`config.mk`:
```
export PLATFORM = sky130hd
export DESIGN_NAME = fetch_queue
export DESIGN_NICKNAME = d
export VERILOG_FILES = /design/src/rtl/fetch_pkg.sv /design/src/rtl/fetch_fifo.sv /design/src/rtl/fetch_queue.sv
export SDC_FILE = /design/constraint.sdc
export NUM_CORES = 1
export LEC_CHECK = 0
export BUFFER_PORTS_ARGS = -buffer_cell sky130_fd_sc_hd__buf_2
export CAP_MARGIN = 20
export CORE_ASPECT_RATIO = 1.75
export CORE_UTILIZATION = 60
export DETAILED_ROUTE_END_ITERATION = 16
export PLACE_DENSITY_LB_ADDON = 0.25
export SYNTH_ARGS = -nofsm -noshare
export SYNTH_HDL_FRONTEND = slang
export SYNTH_SLANG_ARGS = --single-unit
```
`constraint.sdc`:
```
create_clock -name clk -period 7.2 [get_ports clk]
set_clock_uncertainty 0.05 [all_clocks]
set_input_delay 0.36 -clock clk [delete_from_list [all_inputs] [get_ports clk]]
set_output_delay 0.36 -clock clk [all_outputs]
set_load 0.01 [all_outputs]
```
`src/rtl/fetch_pkg.sv`:
```
// Shared types and constants for the instruction fetch unit.
package fetch_pkg;

  typedef enum logic [1:0] {
    IDLE = 2'd0,
    WAIT = 2'd1,
    DROP = 2'd2
  } fetch_state_e;

  // addi x0, x0, 0
  localparam logic [31:0] NOP_INSTR = 32'h0000_0013;
  localparam logic [63:0] PC_INC    = 64'd4;

  typedef struct packed {
    logic [63:0] pc;
    logic [31:0] instr;
  } fetch_entry_t;

endpackage

```
`src/rtl/fetch_fifo.sv`:
```
// Circular prefetch buffer of {pc, instr} entries; clear empties it in one cycle.
module fetch_fifo
  import fetch_pkg::*;
#(
  parameter int unsigned DEPTH = 4
) (
  input  logic         clk,
  input  logic         reset,
  input  logic         clear,
  input  logic         push,
  input  logic         pop,
  input  fetch_entry_t push_data,
  output fetch_entry_t head_data,
  output logic         full,
  output logic         empty
);

  localparam int unsigned PW = $clog2(DEPTH);
  localparam int unsigned CW = PW + 1;

  logic [PW-1:0] head;
  logic [PW-1:0] tail;
  logic [CW-1:0] count;
  fetch_entry_t  mem [DEPTH];

  logic push_ok;
  logic pop_ok;

  // Over/underflow is blocked here as well so a misbehaving upstream cannot corrupt the pointers.
  assign push_ok = push && !full;
  assign pop_ok  = pop && !empty;

  // Pointer and occupancy update; clear behaves like reset.
  always_ff @(posedge clk) begin
    if (reset || clear) begin
      head  <= '0;
      tail  <= '0;
      count <= '0;
    end else begin
      if (push_ok) tail <= tail + PW'(1);
      if (pop_ok)  head <= head + PW'(1);
      if (push_ok && !pop_ok) begin
        count <= count + CW'(1);
      end else if (pop_ok && !push_ok) begin
        count <= count - CW'(1);
      end
    end
  end

  // Entry storage; contents are don't-care until written.
  always_ff @(posedge clk) begin
    if (push_ok && !clear) begin
      mem[tail] <= push_data;
    end
  end

  assign head_data = mem[head];
  assign full      = (count == CW'(DEPTH));
  assign empty     = (count == '0);

endmodule

```
`src/rtl/fetch_queue.sv`:
```
// Fetch unit: owns the fetch PC, issues single-outstanding memory requests and
// queues returned instructions for decode.
//
//   state | meaning
//   ------+-------------------------------------------------------------
//   IDLE  | no request outstanding; issue one if queue has room
//   WAIT  | request outstanding; response will be enqueued
//   DROP  | request outstanding but made stale by a redirect; discard it
module fetch_queue
  import fetch_pkg::*;
#(
  parameter int unsigned DEPTH    = 4,
  parameter logic [63:0] RESET_PC = 64'h0,
  parameter logic [31:0] NOP      = NOP_INSTR
) (
  input  logic        clk,
  input  logic        reset,
  output logic        imem_req,
  output logic [63:0] imem_addr,
  input  logic        imem_valid,
  input  logic [31:0] imem_instr,
  input  logic        redirect,
  input  logic [63:0] redirect_pc,
  input  logic        stall,
  output logic        instr_valid,
  output logic [31:0] instr_out,
  output logic [63:0] pc_out
);

  fetch_state_e state;
  fetch_state_e state_next;
  logic [63:0]  fetch_pc;
  logic [63:0]  fetch_pc_next;

  logic         push;
  logic         pop;
  logic         clear;
  logic         full;
  logic         empty;
  fetch_entry_t push_entry;
  fetch_entry_t head_entry;

  // State and fetch PC registers.
  always_ff @(posedge clk) begin
    if (reset) begin
      state    <= IDLE;
      fetch_pc <= RESET_PC;
    end else begin
      state    <= state_next;
      fetch_pc <= fetch_pc_next;
    end
  end

  // Next-state, request issue and enqueue decisions; redirect overrides everything.
  always_comb begin
    state_next    = state;
    fetch_pc_next = fetch_pc;
    imem_req      = 1'b0;
    push          = 1'b0;
    clear         = 1'b0;
    if (!reset) begin
      case (state)
        IDLE: begin
          if (!redirect && !full) begin
            imem_req   = 1'b1;
            state_next = WAIT;
          end
        end
        WAIT: begin
          if (imem_valid) begin
            state_next = IDLE;
            if (!redirect) begin
              push          = 1'b1;
              fetch_pc_next = fetch_pc + PC_INC;
            end
          end else if (redirect) begin
            state_next = DROP;
          end
        end
        DROP: begin
          if (imem_valid) state_next = IDLE;
        end
        default: state_next = IDLE;
      endcase
      if (redirect) begin
        clear         = 1'b1;
        fetch_pc_next = redirect_pc;
      end
    end
  end

  assign pop        = !empty && !stall && !redirect;
  assign push_entry = '{pc: fetch_pc, instr: imem_instr};
  assign imem_addr  = fetch_pc;

  fetch_fifo #(
    .DEPTH(DEPTH)
  ) u_fifo (
    .clk       (clk),
    .reset     (reset),
    .clear     (clear),
    .push      (push),
    .pop       (pop),
    .push_data (push_entry),
    .head_data (head_entry),
    .full      (full),
    .empty     (empty)
  );

  assign instr_valid = !empty;
  assign instr_out   = empty ? NOP : head_entry.instr;
  assign pc_out      = empty ? 64'h0 : head_entry.pc;

endmodule

```
==> out/metrics.yaml <==
min_path:
  min_path_type: "in -> reg"
  hp-start: "redirect_pc[6]"
  min_path_cells: 3
yosys:
  syn-num-nets: 1248
  synth_fa_ha_area_share_pct: 0.508
  yosys.area_share.xor_xnor_pct: 1.68
  yosys.area_share.simple_pct: 10.9
  avgSynthCellArea_sq_um: 16.4
  async_flop_share_pct: 0
  synthTopCellsByArea: "edfxtp_1 (62%), mux4_2 (12%), dfxtp_1 (8.0%), and2_1 (3.3%), nor2_1 (1.3%)"
  ys_warn_count: 0
  synth_top_flop_cell: "edfxtp_1"
  syn_inst: 1140
  synth_edf_count: 384
  synth.distinct_cells: 53
  netlist_area_sq_um: 18700
  yosysTopAreaCell: "edfxtp_1"
  ys_ff_latch: 459
  yosys-mux-area-fraction_pct: 12.0
  synth.top_cell.area_share_pct: 61.5
  synth_compound_area_share_pct: 3.59
  synth_top_family_by_area: "multiplexers"
  ys_seq_area_share_pct: 69.6
clock_network:
  insertion_delay_ns: 0.54
  clock-sinks: 459
  cts_hold_buffers: 33
  post_cts_buffers: 0
  cts_tree: "built"
  cts_max_level: 2
  clkTransAtPathRegs_ns: 0.06
  clock_path_buffers: 3
  ctsResizeCount: 0
  numCtsBuffers: 39
  cts_root_buf: "clkbuf_16"
finish:
  instances_no_fill: 1843
  n_antenna_cell: 0
  utilization_pct: 71.5
  drive_gt1_share_pct: 30.6
  num-nets-final: 1530
  area_delta_synth_final_pct: 17.3
critical_path:
  timing.rr.start: "state[0]"
  crit_path_frequent_cell: "buf_4"
  critical_path_class: "in -> reg"
  cp.required_ns: 7.32
  slowest_stage: "and2_4"
  critPathLaunchType: "input pin"
  cp.depth: 6
  reg2reg_depth: 4
  critPathMaxStageDelay_ns: 0.85
  crit_buf_inv: 3
  worstSetupEndpointType: "flop"
  critical_path.top_delay_family: "simple AND/OR/NAND/NOR gates"
  crit_start: "reset"
  cp.arrival_ns: 3.59
  crit_chain: "buf_2 > buf_4 > or2_2 > nor3_1 > and2_4 > buf_4"
  crit_fanout: 69
routing:
  avgViaCountPerCell: 6.21
  antenna_left: 0
  vias: 11400
  first_iter_violations: 1012
  totalWireLength_mm: 43.8
  drc: 0
  wl_per_cell_microns: 23.8
  drtPass1Iterations: 5
timing:
  max_slew.worst_pin.slew_ns: 1.00
  slew_violations: 0
  min_period_ns: 3.47
  holdWs_ns: 0.0144
  finalSetupTns_ns: 0
  max_slew_margin_pct: 33.3
  setup_viol: 0
  fmax_ghz: 0.288
  hold_violations: 0
  rsz0062_at_grt: "false"
  timing.final.crit_share_pct: 48.2
placed_design:
  hpwlAfterDp_mm: 27.4
  gp_congestion: 0.856
  io_buffers: 262
  dpl.cell_count: 1739
global_route:
  grt_max_degree: 96
  grt_util_all_layers_pct: 28.2
  grt_pass1_wl_mm: 66.4
  antenna_found_initial: 0
  grt_pass1_vias: 11600
  overflow: 0
floorplan:
  core_sq_um: 30700
  ios: 263
  initial_core_util_pct: 61.0
  die_w_microns: 136
  die_area_sq_um: 32000
  die-height_microns: 236
  num_rows: 85
power_and_ir_drop:
  p_sw_share_pct: 20.8
  pwr-share-seq_pct: 56.7
  p_clk_share_pct: 39.2
  finalPower_mw: 5.26
  power_density_nw_per_um2: 239
  ir_worst_vdd_uv: 201
  intPower_mw: 4.17
  power.leakage_nw: 7.60
  switching_power_mw: 1.09
  p_comb_share_pct: 4.1
run:
  cap_viol_max_count: 0
run_status:
  status: "complete, no violations"
## Yosys cell counts (14+ instances only)
cell type,instances
edfxtp_1,384
and2_1,99
mux4_2,96
dfxtp_1,75
nor2_1,64
clkbuf_1,50
nand2_1,32
nand4_1,30
a211oi_1,25
nand3_1,25
xnor2_1,25
inv_1,21
nor3_1,18
nor4_1,18
a311oi_1,15
and4_1,14
or3_1,14
## final timing paths
check | endpoint | slack, ns
worst max-delay path | u_fifo.mem[2][6] | 3.73
worst min-delay path | imem_addr[6] | 0.01
worst max register to register | u_fifo.mem[2][6] | 3.85
worst min register to register | u_fifo.count[2] | 0.47
## registers in the layout (all words and copies together), names as in the netlist, named ones only
name / cells
imem_addr: 64
state: 2
u_fifo.count: 3
u_fifo.head: 2
u_fifo.mem: 384
u_fifo.tail: 2
## power groups by stage
stage / Clock (mW) / Combinational, mW / Sequential [mW]
2_1_floorplan: 0 / 0.0919 / 3.02
3_3_place_gp: 0 / 0.196 / 3.04
3_5_place_dp: 0 / 0.199 / 3.04
4_1_cts: 2.09 / 0.215 / 2.98
5_1_grt: 2.18 / 0.232 / 2.99
6_report: 2.06 / 0.214 / 2.98
## cells by family after synthesis
kind of cell / Yosys count
AND/OR/NAND/NOR: 356
flip-flops: 459
adder cells (fa/ha/maj): 7
XOR/XNOR: 36
buffers and inverters: 86
multiplexers: 105
AO/OA/AOI/OAI: 91
## worst min-delay path, stage by stage
cell,delay [ns]
buf_2,0.08
mux2i_1,0.06
nor2_1,0.07
## per-layer routing
layer | part of all wire (%) | global-route usage (%) | vias up
met3 | 6.2 | 3.70 | 116
met2 | 53 | 48.1 | 496
li1 | - | - | 5074
met5 | 0 | 0 | -
met4 | 4.9 | 14.8 | 0
met1 | 36 | 34.9 | 5754
## stage by stage
step	setup slack [ns]	cell area, sq um
finish	3.73	22000
global route	3.53	22000
CTS	3.70	22000
detailed placement	3.12	20400
global placement	3.21	20400
floorplan	3.19	18700
## layout make-up
type	instances	area, sq um
clock inverter	14	95.1
multi-input combinational	595	5390
inverter	21	78.8
clock buffer	57	1160
timing repair buffer	306	1720
sequential	459	13000
fill	2021	8760
tap	391	489
## cell usage in the layout (no fill, tap or decap), drive strengths merged, types with 8 or more instances in the layout
cell type      n
a2111oi        9
a211oi        25
a21oi         10
a311oi        15
and2          99
and4          14
buf          273
clkbuf        57
clkinv        11
dfxtp         75
dlygate4sd3   33
edfxtp       384
inv           22
mux2i          8
mux4          96
nand2         33
nand3         25
nand4         30
nor2          64
nor3          18
nor4          19
o21ai         11
or3           14
or4           12
xnor2         25
xor2          11
(Power assumes the default switching activity.)
